===== src/rtl/tinker_pkg.sv =====
// rtl/tinker_pkg.sv - shared Tinker widths, instruction fields and fetch state type
package tinker_pkg;

  localparam int INSTR_W = 32;
  localparam int ADDR_W  = 64;

  // Instruction field bit positions
  localparam int OPC_HI = 31;
  localparam int OPC_LO = 27;
  localparam int RD_HI  = 26;
  localparam int RD_LO  = 22;
  localparam int RS_HI  = 21;
  localparam int RS_LO  = 17;
  localparam int RT_HI  = 16;
  localparam int RT_LO  = 12;
  localparam int L_HI   = 11;
  localparam int L_LO   = 0;

  typedef enum logic [1:0] {
    IDLE  = 2'd0,
    RUN   = 2'd1,
    FLUSH = 2'd2
  } fetch_state_t;

  function automatic logic [OPC_HI-OPC_LO:0] opcode_of(input logic [INSTR_W-1:0] word);
    return word[OPC_HI:OPC_LO];
  endfunction

endpackage


===== src/rtl/tinker_fetch_if.sv =====
// rtl/tinker_fetch_if.sv - memory request/response, instruction and redirect signals of the fetch stage
interface tinker_fetch_if;
  import tinker_pkg::*;

  logic               mem_req_valid;
  logic               mem_req_ready;
  logic [ADDR_W-1:0]  mem_req_addr;
  logic               mem_resp_valid;
  logic [INSTR_W-1:0] mem_resp_data;
  logic               instr_valid;
  logic               instr_ready;
  logic [INSTR_W-1:0] instruction;
  logic [ADDR_W-1:0]  instr_pc;
  logic               redirect_valid;
  logic [ADDR_W-1:0]  redirect_pc;

  // Fetch stage side
  modport master (
    output mem_req_valid, mem_req_addr, instr_valid, instruction, instr_pc,
    input  mem_req_ready, mem_resp_valid, mem_resp_data, instr_ready,
           redirect_valid, redirect_pc
  );

  // Memory and core side
  modport slave (
    input  mem_req_valid, mem_req_addr, instr_valid, instruction, instr_pc,
    output mem_req_ready, mem_resp_valid, mem_resp_data, instr_ready,
           redirect_valid, redirect_pc
  );

endinterface


===== src/rtl/tinker_fetch_fifo.sv =====
// rtl/tinker_fetch_fifo.sv - circular FIFO with synchronous flush, count, full and empty
module tinker_fetch_fifo #(
  parameter int W     = 32,
  parameter int DEPTH = 4,
  localparam int AW   = $clog2(DEPTH)
) (
  input  logic         clk,
  input  logic         rst_n,
  input  logic         flush_i,
  input  logic         push_i,
  input  logic [W-1:0] data_i,
  input  logic         pop_i,
  output logic [W-1:0] data_o,
  output logic [AW:0]  count_o,
  output logic         full_o,
  output logic         empty_o
);

  logic [W-1:0]  mem_q [DEPTH];
  logic [AW-1:0] wr_ptr_q;
  logic [AW-1:0] rd_ptr_q;
  logic [AW:0]   count_q;
  logic          do_push;
  logic          do_pop;

  assign empty_o = (count_q == '0);
  assign full_o  = (count_q == (AW+1)'(DEPTH));
  assign count_o = count_q;
  assign data_o  = mem_q[rd_ptr_q];

  // A full FIFO still accepts a push when the head leaves in the same cycle
  assign do_pop  = pop_i && !empty_o;
  assign do_push = push_i && (!full_o || do_pop);

  // Pointer, count and storage update; flush discards everything at once
  always_ff @(posedge clk or negedge rst_n) begin
    if (!rst_n) begin
      wr_ptr_q <= '0;
      rd_ptr_q <= '0;
      count_q  <= '0;
      for (int i = 0; i < DEPTH; i++) mem_q[i] <= '0;
    end else if (flush_i) begin
      wr_ptr_q <= '0;
      rd_ptr_q <= '0;
      count_q  <= '0;
    end else begin
      if (do_push) begin
        mem_q[wr_ptr_q] <= data_i;
        wr_ptr_q        <= wr_ptr_q + AW'(1);
      end
      if (do_pop) rd_ptr_q <= rd_ptr_q + AW'(1);
      count_q <= count_q + {{AW{1'b0}}, do_push} - {{AW{1'b0}}, do_pop};
    end
  end

endmodule


===== src/rtl/tinker_fetch.sv =====
// rtl/tinker_fetch.sv - Tinker instruction fetch: PC, request issue, prefetch buffer, redirect flush
module tinker_fetch
  import tinker_pkg::*;
#(
  parameter logic [ADDR_W-1:0] RESET_PC = 64'h2000,
  parameter int                DEPTH    = 4
) (
  input logic            clk,
  input logic            reset_n,
  tinker_fetch_if.master bus
);

  localparam int CW = $clog2(DEPTH) + 1;
  localparam int EW = INSTR_W + ADDR_W;
  localparam logic [CW:0] DEPTH_C = (CW+1)'(DEPTH);

  fetch_state_t      state_q, state_d;
  logic [ADDR_W-1:0] pc_q, pc_d;
  logic [CW-1:0]     outst_q, outst_d;
  logic [CW-1:0]     stale_q, stale_d;
  logic [CW-1:0]     inflight;
  logic [CW-1:0]     data_count, tag_count;
  logic              data_full, data_empty, tag_full, tag_empty;
  logic [EW-1:0]     head;
  logic [ADDR_W-1:0] tag_head;
  logic [CW:0]       occupancy;
  logic              req_valid, req_fire, resp_stale, resp_good, redir, pop;

  // Buffered plus in-flight words never exceed the FIFO size, so responses always fit
  assign occupancy  = {1'b0, data_count} + {1'b0, outst_q};
  assign req_valid  = (state_q == RUN) && (occupancy < DEPTH_C);
  assign req_fire   = req_valid && bus.mem_req_ready;
  assign redir      = bus.redirect_valid && (state_q != IDLE);
  assign resp_stale = bus.mem_resp_valid && (stale_q != '0);
  assign resp_good  = bus.mem_resp_valid && (stale_q == '0) && (outst_q != '0);
  assign pop        = !data_empty && bus.instr_ready;

  // Words still owed by memory after this cycle, including a request accepted now
  assign inflight = stale_q + outst_q + CW'(req_fire) - CW'(resp_stale || resp_good);

  // Next-state: redirect overrides everything else happening in the same cycle
  always_comb begin
    state_d = state_q;
    pc_d    = pc_q;
    outst_d = outst_q + CW'(req_fire) - CW'(resp_good);
    stale_d = stale_q - CW'(resp_stale);
    if (req_fire) pc_d = pc_q + 64'd4;
    case (state_q)
      IDLE:    state_d = RUN;
      FLUSH:   if (stale_d == '0) state_d = RUN;
      default: state_d = state_q;
    endcase
    if (redir) begin
      pc_d    = bus.redirect_pc & ~ADDR_W'(3);
      outst_d = '0;
      stale_d = inflight;
      state_d = (inflight != '0) ? FLUSH : RUN;
    end
  end

  // State registers
  always_ff @(posedge clk or negedge reset_n) begin
    if (!reset_n) begin
      state_q <= IDLE;
      pc_q    <= RESET_PC;
      outst_q <= '0;
      stale_q <= '0;
    end else begin
      state_q <= state_d;
      pc_q    <= pc_d;
      outst_q <= outst_d;
      stale_q <= stale_d;
    end
  end

  tinker_fetch_fifo #(.W(EW), .DEPTH(DEPTH)) u_data_fifo (
    .clk     (clk),
    .rst_n   (reset_n),
    .flush_i (redir),
    .push_i  (resp_good && !redir),
    .data_i  ({bus.mem_resp_data, tag_head}),
    .pop_i   (pop),
    .data_o  (head),
    .count_o (data_count),
    .full_o  (data_full),
    .empty_o (data_empty)
  );

  tinker_fetch_fifo #(.W(ADDR_W), .DEPTH(DEPTH)) u_tag_fifo (
    .clk     (clk),
    .rst_n   (reset_n),
    .flush_i (redir),
    .push_i  (req_fire),
    .data_i  (pc_q),
    .pop_i   (resp_good),
    .data_o  (tag_head),
    .count_o (tag_count),
    .full_o  (tag_full),
    .empty_o (tag_empty)
  );

  assign bus.mem_req_valid = req_valid;
  assign bus.mem_req_addr  = pc_q;
  assign bus.instr_valid   = !data_empty;
  // Outputs read zero while empty so a flushed word never shows on the core port
  assign bus.instruction   = data_empty ? '0 : head[EW-1 -: INSTR_W];
  assign bus.instr_pc      = data_empty ? '0 : head[ADDR_W-1:0];

`ifndef SYNTHESIS
  // Flag responses with nothing in flight and tag queue drifting from the outstanding count
  always @(posedge clk) begin
    if (reset_n) begin
      assert (!(bus.mem_resp_valid && stale_q == '0 && outst_q == '0))
        else $error("tinker_fetch: response with no request in flight");
      assert ((tag_count == outst_q) && (tag_empty == (outst_q == '0)) &&
              !(data_full && outst_q != '0) && !(tag_full && data_count != '0))
        else $error("tinker_fetch: in-flight bookkeeping out of step");
    end
  end
`endif

endmodule


===== src/flat_wrapper.sv =====
// flat-port wrapper written by rule: the top's interface ports become plain ports
module tinker_fetch_flat import tinker_pkg::*;
#(
  parameter logic [ADDR_W-1:0] RESET_PC = 64'h2000,
  parameter int                DEPTH    = 4
)
  (clk, reset_n, bus_mem_req_valid, bus_mem_req_addr, bus_instr_valid, bus_instruction, bus_instr_pc, bus_mem_req_ready, bus_mem_resp_valid, bus_mem_resp_data, bus_instr_ready, bus_redirect_valid, bus_redirect_pc);
  tinker_fetch_if bus_i ();
  input logic clk;
  input logic reset_n;
  output wire logic [$bits(bus_i.mem_req_valid)-1:0] bus_mem_req_valid;
  output wire logic [$bits(bus_i.mem_req_addr)-1:0] bus_mem_req_addr;
  output wire logic [$bits(bus_i.instr_valid)-1:0] bus_instr_valid;
  output wire logic [$bits(bus_i.instruction)-1:0] bus_instruction;
  output wire logic [$bits(bus_i.instr_pc)-1:0] bus_instr_pc;
  input wire logic [$bits(bus_i.mem_req_ready)-1:0] bus_mem_req_ready;
  input wire logic [$bits(bus_i.mem_resp_valid)-1:0] bus_mem_resp_valid;
  input wire logic [$bits(bus_i.mem_resp_data)-1:0] bus_mem_resp_data;
  input wire logic [$bits(bus_i.instr_ready)-1:0] bus_instr_ready;
  input wire logic [$bits(bus_i.redirect_valid)-1:0] bus_redirect_valid;
  input wire logic [$bits(bus_i.redirect_pc)-1:0] bus_redirect_pc;
  assign bus_mem_req_valid = bus_i.mem_req_valid;
  assign bus_mem_req_addr = bus_i.mem_req_addr;
  assign bus_instr_valid = bus_i.instr_valid;
  assign bus_instruction = bus_i.instruction;
  assign bus_instr_pc = bus_i.instr_pc;
  assign bus_i.mem_req_ready = bus_mem_req_ready;
  assign bus_i.mem_resp_valid = bus_mem_resp_valid;
  assign bus_i.mem_resp_data = bus_mem_resp_data;
  assign bus_i.instr_ready = bus_instr_ready;
  assign bus_i.redirect_valid = bus_redirect_valid;
  assign bus_i.redirect_pc = bus_redirect_pc;
  tinker_fetch #(.RESET_PC(RESET_PC), .DEPTH(DEPTH)) u_core (.clk(clk), .reset_n(reset_n), .bus(bus_i));
endmodule

===== config.mk =====
export PLATFORM = sky130hd
export DESIGN_NAME = tinker_fetch_flat
export DESIGN_NICKNAME = d
export VERILOG_FILES = /design/src/rtl/tinker_pkg.sv /design/src/rtl/tinker_fetch_if.sv /design/src/rtl/tinker_fetch_fifo.sv /design/src/rtl/tinker_fetch.sv /design/src/flat_wrapper.sv
export SDC_FILE = /design/constraint.sdc
export NUM_CORES = 1
export LEC_CHECK = 0
export ABC_CLOCK_PERIOD_IN_PS = 4400
export BUFFER_PORTS_ARGS = -buffer_cell sky130_fd_sc_hd__buf_2
export CORE_MARGIN = 3
export CORE_UTILIZATION = 50
export DETAILED_ROUTE_END_ITERATION = 8
export GPL_TIMING_DRIVEN = 0
export PLACE_DENSITY = 0.73
export SYNTH_ARGS = -nofsm -noshare
export SYNTH_HDL_FRONTEND = slang
export SYNTH_SLANG_ARGS = --single-unit

===== constraint.sdc =====
create_clock -name clk -period 4.4 [get_ports clk]
set_clock_uncertainty 0.2 [all_clocks]
set_input_delay 0.66 -clock clk [delete_from_list [all_inputs] [get_ports clk]]
set_output_delay 0.66 -clock clk [all_outputs]
set_load 0.03 [all_outputs]

==> out/qor.yml, run 1 <==
io-pin-count: 264
synthFlopType: "dfrtp_1"
worstSetupPathType: "register to output pin"
num_vias: 20800
mostFrequentLayoutCell: "dfrtp_1"
slew-limit-headroom: 0.187
synthAdderAreaFrac: 0.0112
cts.sinks: 708
maxCapViolations: 0
core_area_um2: 63800
drc_errors: 0
p_leak_nw: 18.1
die_w_um: 261
synth_seq_area_share: 0.545
final_area_um2: 37600
clock_path_buffers: 3
synth_edf_count: 0
avgSynthCellArea_um2: 14.5
yosysWarnings: 0
gp_congestion: 0.854
final_util: 0.590
hold_viol: 0
hpwl_um: 58200
synth_seq_cells: 708
synth_compound_area_frac: 0.0191
fin_crit_sh: 0.958
yosys.area_share.simple: 0.0643
multi_input_area_um2: 14100
regArea_um2: 17700
htreeDepth: 3
num_rows: 92
slew_violations: 0
start_kind: "register"
cp.required_ns: 3.54
postSynthCellCount: 2250
async_flop_share: 1.00
path_clk_slew_ns: 0.06
nets: 2721
cp_max_fo: 10
hp-class: "primary input to register"
die_y_um: 261
cts_tree: "done"
synth_mux_area_frac: 0.325
synth_top_family_by_area: "multiplexers"
ant_nets: 0
start_util: 0.510
setup_tns_ns: 0
final.min_clock_period_ns: 4.22
grt_use_total: 0.246
p_total_mw: 20.9
fillCellCount: 4950
clock.fmax_mhz: 237
drive_gt1_frac: 0.453
placed_area_um2: 35100
vdd_ir_drop_max_uv: 267
finalSetupViolations: 0
postCtsSetupRepairBufs: 0
grt_max_degree: 131
synth_xor_area_frac: 0.0113
firstDrtPassIters: 5
max_slew.worst_pin.slew_ns: 1.22
grt_pass1_vias: 22000
clk_latency_ns: 0.61
whs_ns: 0.0743
synth.distinct_cells: 55
outcome: "completed"
end_kind: "output pin"
first_iter_violations: 1523
die-area_um2: 68200
power_density_nw_per_um2: 556
cts-root-buf: "clkbuf_16"
grt_pass1_wl_um: 128000
mostFrequentLayoutCells: "dfrtp_1 (707), mux2_2 (624), buf_2 (266), mux4_2 (156), clkbuf_1 (145)"
io_buffers: 257
antenna_found_initial: 7
area_delta_synth_final_pct: 15.7
viasPerCell: 5.94
numCtsBuffers: 75
syn-cell-area_um2: 32500
wl_um: 83700
overflow: 0
wl_per_cell_um: 23.9
worstPathArrival_ns: 3.36
==> what timing repair did <==
item	4_1_cts	5_1_grt
setup endpoints to repair	59	2
gates resized for setup	12	2
hold buffers	1	0
hold endpoints to repair	32	0
==> stage by stage <==
stage                     std cells  worst slack [ns]
after CTS                      3494            0.0651
final                          3496             0.183
after global routing           3496          -0.00466
after detailed placement       3362            -0.105
after floorplan                2253              1.08
after global placement         3356            -11.38
==> worst max-delay path, stage by stage, from the launching register on <==
cell	delay, ns
dfrtp_1	0.76
clkbuf_2	0.45
clkdlybuf4s15_2	0.56
mux4_2	0.61
and2_1	0.17
buf_2	0.17
==> final cells by class <==
class                           count  share of cell area
Buffer                            171              0.0192
Sequential cell                   708               0.471
Clock buffer                      116              0.0601
Timing Repair Buffer              264              0.0391
Clock inverter                     16             0.00648
Tap cell                          846              0.0281
Multi-Input combinational cell   1345               0.373
Antenna cell                        2            0.000133
Inverter                           28             0.00279
==> final timing paths <==
path,to,start,cells past startpoint,slack [ns]
min in group asynchronous,u_core.u_data_fifo.mem_q[271],reset_n,2,0.33
max in group asynchronous,u_core.u_tag_fifo.mem_q[39],reset_n,5,1.73
max reg2reg,u_core.state_q[1],u_core.u_data_fifo.count_o[1],12,0.28
min,u_core.bus.mem_req_addr[12],bus_redirect_pc[12],3,0.07
min reg2reg,u_core.u_data_fifo.mem_q[115],u_core.u_data_fifo.mem_q[115],1,0.30
max,bus_instruction[26],u_core.u_data_fifo.rd_ptr_q[0],5,0.18
==> per-layer routing <==
layer  share of wire  track usage  routed length (µm)
met3           0.067       0.0510                5600
met1            0.41        0.322               34000
met2            0.48        0.399               40500
met5         0.00025            0                  21
met4           0.042        0.109                3520
==> registers in the layout, indices dropped and copies added, names as in the netlist, 3 cells and up <==
| name | count |
|---|---|
| u_core.bus.mem_req_addr | 62 |
| u_core.outst_q | 3 |
| u_core.stale_q | 3 |
| u_core.u_data_fifo.count_o | 3 |
| u_core.u_data_fifo.mem_q | 376 |
| u_core.u_tag_fifo.count_o | 3 |
| u_core.u_tag_fifo.mem_q | 248 |
==> cells in the mapped netlist, types with 6 or more instances <==
library cell  number  area (µm²)
buf_2              9        45.0
buf_4              7        52.6
and2_1           103         644
nand2_1           72         270
mux2_2           624        7030
and3_1             6        37.5
nor3_1             7        35.0
inv_1             28         105
or4_1             15         113
nor2_1            67         251
ha_1              21         263
nand3_1           30         150
xor2_1            20         175
a31oi_1           31         194
o21ai_0           44         220
dfrtp_1          707       17700
xnor2_1           22         193
nor4_1            15        93.8
buf_1             21        78.8
o31ai_1           12        90.1
nand4_1           35         219
mux4_2           156        3510
or3_1             17         106
clkbuf_1         130         488
==> logic make-up (layout without fill, tap and decap cells) <==
| group | count (synthesis) | count (layout) |
|---|---|---|
| multiplexers | 784 | 784 |
| flip-flops | 708 | 708 |
| AND/OR/NAND/NOR | 386 | 386 |
| buffers and inverters | 200 | 595 |
| AO/OA/AOI/OAI | 103 | 103 |
| XOR/XNOR | 42 | 42 |
| adder cells (fa/ha/maj) | 26 | 26 |
| other | 1 | 6 |
==> where the power goes <==
| group | internal, mW | total, mW | switching [mW] | leakage (nW) |
|---|---|---|---|---|
| Combinational | 2.50 | 6.01 | 3.51 | 7.32 |
| Sequential | 7.65 | 8.51 | 0.857 | 9.53 |
| Clock | 3.88 | 6.42 | 2.54 | 1.23 |
(Power assumes the default switching activity.)
==> run 2: changes to the inputs <==
--- a/config.mk
+++ b/config.mk
@@ -14,4 +14,5 @@
 export PLACE_DENSITY = 0.73
 export SYNTH_ARGS = -nofsm -noshare
 export SYNTH_HDL_FRONTEND = slang
+export SYNTH_HIERARCHICAL = 1
 export SYNTH_SLANG_ARGS = --single-unit
==> run 2 against run 1 <==
Critical path type is now register to register. Combinational power down 11%. Final cell count rose by 3.3%. Cell area up 6.6%. Via count increased by 1.6%. Critical path depth rose by 8. Clock power is 5.3% higher. Worst setup slack gained 0.051 ns. Routed wire length rose by 7.2%. First-iteration DRC count grew 15%. Global-route usage up 0.10 points. Synthesized cell count up 1.0%. Maximum frequency increased by 1.2%.
==> out/qor.yml, run 2 <==
end_kind: "register"
mostFrequentLayoutCells: "dfrtp_1 (722), mux2_2 (338), buf_2 (309), mux2_4 (300), mux4_2 (160)"
dp_slack_ns: -0.453  # -0.348 ns
grt_pass1_vias: 22900  # +3.8%
die_w_um: 270  # +3.2%
grt_pass1_wl_um: 140000  # +9.1%
slew-limit-headroom: 0.278  # +0.0914
fin_crit_sh: 0.947  # -0.0116
outcome: "completed"
max_slew.worst_pin.slew_ns: 1.07  # -0.147 ns
die-area_um2: 72700  # +6.6%
cp_max_fo: 12  # +2
gp_congestion: 0.848  # -0.71%
io_buffers: 259  # +0.78%
mostFrequentLayoutCell: "dfrtp_1"
path_clk_slew_ns: 0.06  # about the same
io-pin-count: 264  # unchanged
num_rows: 95  # +3.3%
cts.sinks: 724  # +2.3%
wl_per_cell_um: 24.8  # +3.8%
viasPerCell: 5.84  # -1.7%
nets: 2761  # +1.5%
largest_reg_flops: 384  # +2.1%
htreeDepth: 3  # unchanged
hold_viol: 0  # unchanged
final_util: 0.590  # about the same
fillCellCount: 5195  # +4.9%
avgSynthCellArea_um2: 15.3  # +5.6%
top_register: "u_core/u_data_fifo/mem_q"
cts_tree: "done"
clock_path_buffers: 3  # unchanged
hpwl_um: 62200  # +6.8%
worstSetupPathType: "register to register"
slowest_delay_ns: 0.68  # -0.08 ns
firstDrtPassIters: 6  # +1
cp_cell_sequence: "ha_1 > nor4b_1 > nand4b_1 > clkinvlp_4 > nand2b_1 > ha_1 > inv_1 > ha_1 > inv_1 > fa_1 > xor2_1 > and2_1 > nor3_1"
drive_gt1_frac: 0.486  # +0.0327
num_vias: 21100  # +1.6%
drc_errors: 0  # unchanged
fin_ws_ns: 0.234  # +0.0511 ns
yosysWarnings: 6  # +6
hp-class: "primary input to register"
grt_max_degree: 131  # unchanged
wl_um: 89700  # +7.2%
worstPathArrival_ns: 4.49  # +1.13 ns
core_area_um2: 68000  # +6.6%
numCtsBuffers: 78  # +4.0%
cp.required_ns: 4.73  # +1.19 ns
maxCapViolations: 0  # unchanged
vdd_ir_drop_max_uv: 286  # +7.1%
clk_latency_ns: 0.62  # about the same
area_delta_synth_final_pct: 15.6  # about the same
power_density_nw_per_um2: 537  # -3.4%
grt_use_total: 0.247  # +0.00104
clock.fmax_mhz: 240  # +1.2%
worst_path_most_repeated_cell: "ha_1"
start_kind: "register"
ant_nets: 0  # unchanged
postSynthCellCount: 2273  # +1.0%
ff2ff_setup_slack_ns: 0.23  # -0.05 ns
syn-cell-area_um2: 34700  # +6.7%
first_iter_violations: 1749  # +15%
overflow: 0  # unchanged
die_y_um: 270  # +3.2%
cts-root-buf: "clkbuf_16"
slew_violations: 0  # unchanged
finalSetupViolations: 0  # unchanged
p_leak_nw: 18.7  # +3.2%
cp_slowest_cell: "nand4b_1"
start_util: 0.511  # +0.000523
final.min_clock_period_ns: 4.17  # -0.0511 ns
antenna_found_initial: 5  # -2
rsz0062_at_grt: "false"
-- run 2: power breakdown --
| part | switching (mW) | leakage, nW | internal, mW |
|---|---|---|---|
| Sequential | 1.36 | 9.73 | 8.11 |
| Clock | 2.69 | 1.32 | 4.07 |
| Combinational | 2.42 | 7.61 | 2.91 |
| Total | 6.47 | 18.7 | 15.1 |
-- run 2: layer usage --
layer  share of wire  GRT usage  vias up
met5         0.00010          0        -
met4           0.034     0.0851        2
met3           0.065     0.0524      178
met2            0.48      0.400      703
met1            0.42      0.333    11100
li1                -          -     9079
-- run 2: layout make-up --
type	count	area, µm²	area share
diodes	2	5.00	0.000125
plain buffers	143	890	0.0222
clock buffers	113	2360	0.0588
clock inverters	24	292	0.00726
inverters	30	116	0.00290
multi-input cells	1383	15700	0.390
flip-flops and latches	724	18100	0.451
well taps	921	1150	0.0287
repair buffers	272	1540	0.0384
repair inverters	1	5.00	0.000125
-- run 2: worst paths after layout --
path                                                    start                       endpoint  cells past startpoint
worst min-delay path                       bus_redirect_pc[8]     u_core/bus.mem_req_addr[8]                      3
worst max register to register  u_core/u_data_fifo/count_o[2]   u_core/u_tag_fifo/count_o[2]                     13
worst max-delay path            u_core/u_data_fifo/count_o[2]   u_core/u_tag_fifo/count_o[2]                     13
worst min register to register    u_core/u_tag_fifo/mem_q[76]    u_core/u_tag_fifo/mem_q[76]                      1
min in group asynchronous                             reset_n  u_core/u_data_fifo/mem_q[168]                      2
max in group asynchronous                             reset_n   u_core/u_tag_fifo/mem_q[147]                      4
-- run 2: repair_timing --
action | in CTS | in global routing
hold endpoints to repair | 96 | 0
hold buffers | 1 | 0
gates resized for setup | 4 | 4
pin swaps | 1 | 0
cloned | 0 | 1
setup buffers | 3 | 0
endpoints found under the setup margin | 159 | 47
-- run 2: per-stage QoR --
stage	power (mW)	instance area, µm²	hold slack (ns)	setup TNS (ns)	instances
after floorplan	13.0	34800	0.164	0	2282
after global placement	14.5	37200	0.262	-9174.65	3462
after detailed placement	14.8	37400	0.273	-39.63	3471
after CTS	21.7	40100	0.0233	0	3610
after global routing	22.5	40100	0.0537	0	3612
final	21.6	40100	0.0538	0	3613
-- run 2: worst max-delay path: cells and delay by family (launching register included) --
family	cells	cell delay, ns
buffers and inverters	3	0.63
flip-flops	1	0.45
XOR/XNOR	1	0.17
AND/OR/NAND/NOR	5	1.48
adder cells (fa/ha/maj)	4	1.14
==> run 3: changes to the inputs <==
--- a/config.mk
+++ b/config.mk
@@ -11,7 +11,7 @@
 export CORE_UTILIZATION = 50
 export DETAILED_ROUTE_END_ITERATION = 8
 export GPL_TIMING_DRIVEN = 0
-export PLACE_DENSITY = 0.73
+export PLACE_DENSITY = 0.65
 export SYNTH_ARGS = -nofsm -noshare
 export SYNTH_HDL_FRONTEND = slang
 export SYNTH_HIERARCHICAL = 1
==> run 3 against run 2 <==
First-iteration DRC count rose by 5.8%. Clock power fell by 2%. Count of clock-buffer cells in the layout increased by 8. Via count decreased by 0.45%. Maximum frequency rose by 1.4%. Critical path depth down 8. Cell area decreased by 0.16%. Worst setup slack improved by 0.056 ns. Critical path type is now register to output pin. Sequential power is essentially flat. Final cell count about the same. Routed wire length shrank 1.3%.
==> out/qor.yml, run 3 (same netlist as run 2, synthesis figures left out) <==
slew-limit-headroom: 0.216  # -0.0618
drive_gt1_frac: 0.482  # -0.00351
slew_violations: 0  # unchanged
path_clk_slew_ns: 0.06  # about the same
io_buffers: 259  # unchanged
cp_slowest_cell: "clkbuf_1"
outcome: "completed"
nets: 2761  # unchanged
vdd_ir_drop_max_uv: 276  # -3.4%
drc_errors: 0  # unchanged
clock.fmax_mhz: 243  # +1.4%
worst_path_most_repeated_cell: "clkbuf_1"
largest_reg_flops: 384  # unchanged
p_total_mw: 21.4  # -0.86%
top_register: "u_core/u_data_fifo/mem_q"
maxCapViolations: 0  # unchanged
hp-class: "primary input to register"
num_vias: 21000  # -0.45%
cts_tree: "done"
io-pin-count: 264  # unchanged
cp_max_fo: 10  # -2
mostFrequentLayoutCells: "dfrtp_1 (722), mux2_2 (338), buf_2 (309), mux2_4 (300), mux4_2 (160)"
grt_use_total: 0.245  # -0.00218
worstSetupPathType: "register to output pin"
antenna_found_initial: 8  # +3
rsz0062_at_grt: "false"
die_w_um: 270  # unchanged
core_area_um2: 68000  # unchanged
numCtsBuffers: 78  # unchanged
cp_cell_sequence: "clkbuf_1 > clkbuf_1 > mux4_2 > nor2b_1 > buf_2"
worstPathArrival_ns: 3.25  # -1.24 ns
cp.required_ns: 3.54  # -1.19 ns
clk_latency_ns: 0.62  # about the same
start_kind: "register"
wl_um: 88600  # -1.3%
path_buf_inv: 3  # unchanged
critical-path-top-delay-family: "buffers and inverters"
p_leak_nw: 18.6  # -0.29%
num_rows: 95  # unchanged
area_delta_synth_final_pct: 15.4
grt_pass1_vias: 22600  # -1.3%
gp_congestion: 0.838  # -1.1%
htreeDepth: 3  # unchanged
finalSetupViolations: 0  # unchanged
hpwl_um: 61100  # -1.8%
grt_pass1_wl_um: 138000  # -1.2%
fin_crit_sh: 0.934  # -0.0127
end_kind: "output pin"
start_util: 0.511  # unchanged
first_iter_violations: 1850  # +5.8%
ant_nets: 0  # unchanged
mostFrequentLayoutCell: "dfrtp_1"
cts-root-buf: "clkbuf_16"
final_cells: 3615  # +0.055%
dp.cells: 3470  # -0.029%
firstDrtPassIters: 5  # -1
power_density_nw_per_um2: 534  # -0.71%
final.min_clock_period_ns: 4.11  # -0.0558 ns
overflow: 0  # unchanged
die-area_um2: 72700  # unchanged
slowest_delay_ns: 0.68  # about the same
die_y_um: 270  # unchanged
wl_per_cell_um: 24.5  # -1.3%
clock_path_buffers: 3  # unchanged
hold_viol: 0  # unchanged
cts.sinks: 724  # unchanged
viasPerCell: 5.81  # -0.51%
grt_max_degree: 126  # -3.8%
max_slew.worst_pin.slew_ns: 1.16  # +0.0919 ns
run 3: changes by cell type in the layout (fill, tap and decap cells not counted), moves of 2 or more:
cell	previous run	this run
buf_4	9	11
bufinv_16	6	4
clkbuf_1	56	66
clkbuf_2	3	0
clkinv_2	15	7
clkinv_4	0	2
inv_6	1	3
run 3: worst reg2reg max path, cell delays in order (launching register included):
cell and delay (ns):
dfrtp_1 0.44, ha_1 0.33, nor4b_1 0.31, nand4b_1 0.61, clkbuf_1 0.52, fa_1 0.50
inv_1 0.07, fa_1 0.43, nand2b_1 0.15, o21ai_0 0.23, nand2_1 0.11
run 3: cell type report:
type | count | area [µm²]
plain buffers | 142 | 882
repair inverters | 1 | 5.00
clock buffers | 121 | 2370
well taps | 921 | 1150
diodes | 1 | 2.50
fillers | 5392 | 27900
flip-flops and latches | 724 | 18100
inverters | 30 | 116
repair buffers | 273 | 1540
multi-input cells | 1383 | 15700
clock inverters | 19 | 230
run 3: report_power, final:
part,internal (mW),switching (mW)
clock,3.94,2.68
combinational,2.91,2.39
sequential,8.11,1.34
total,15.0,6.41
run 3: what timing repair did:
| action | 4_1_cts | 5_1_grt |
|---|---|---|
| setup buffers | 5 | 0 |
| hold buffers | 1 | 0 |
| resized for setup | 2 | 2 |
| gates cloned | 0 | 1 |
| endpoints found under the setup margin | 198 | 36 |
| pin swaps | 2 | 0 |
| hold endpoints to repair | 64 | 0 |
run 3: final timing paths:
path                                                        to  cells after the start                           start  slack (ns)
worst max-delay path                       bus_instruction[22]                      5  u_core/u_data_fifo/rd_ptr_q[1]        0.29
worst max register to register               u_core/state_q[1]                     10               u_core/outst_q[2]        0.37
worst min-delay path               u_core/bus.mem_req_addr[12]                      3             bus_redirect_pc[12]        0.03
max in group asynchronous       u_core/u_data_fifo/rd_ptr_q[1]                      4                         reset_n        2.00
worst min register to register     u_core/u_tag_fifo/mem_q[76]                      1     u_core/u_tag_fifo/mem_q[76]        0.28
min in group asynchronous        u_core/u_data_fifo/mem_q[261]                      2                         reset_n        0.41
run 3: through the flow:
stage           TNS, ns  hold WS [ns]  setup WS (ns)  cell area (µm²)   util
2_1_floorplan         0         0.164          0.863            34800      -
3_3_place_gp   -9454.61         0.263         -12.17            37200  0.547
3_5_place_dp     -92.54         0.271         -0.989            37400  0.550
4_1_cts               0       0.00593          0.170            40100  0.589
5_1_grt               0        0.0221          0.108            40100  0.589
6_report              0        0.0305          0.290            40100  0.589
run 3: routing by layer:
layer / share of wire / vias up / wire length (µm) / track usage
met5: 0.00047 / - / 42 / 0
met4: 0.023 / 8 / 2030 / 0.0580
met3: 0.055 / 143 / 4920 / 0.0520
met2: 0.49 / 587 / 43500 / 0.404
met1: 0.43 / 11200 / 38100 / 0.334
li1: - / 9088 / - / -
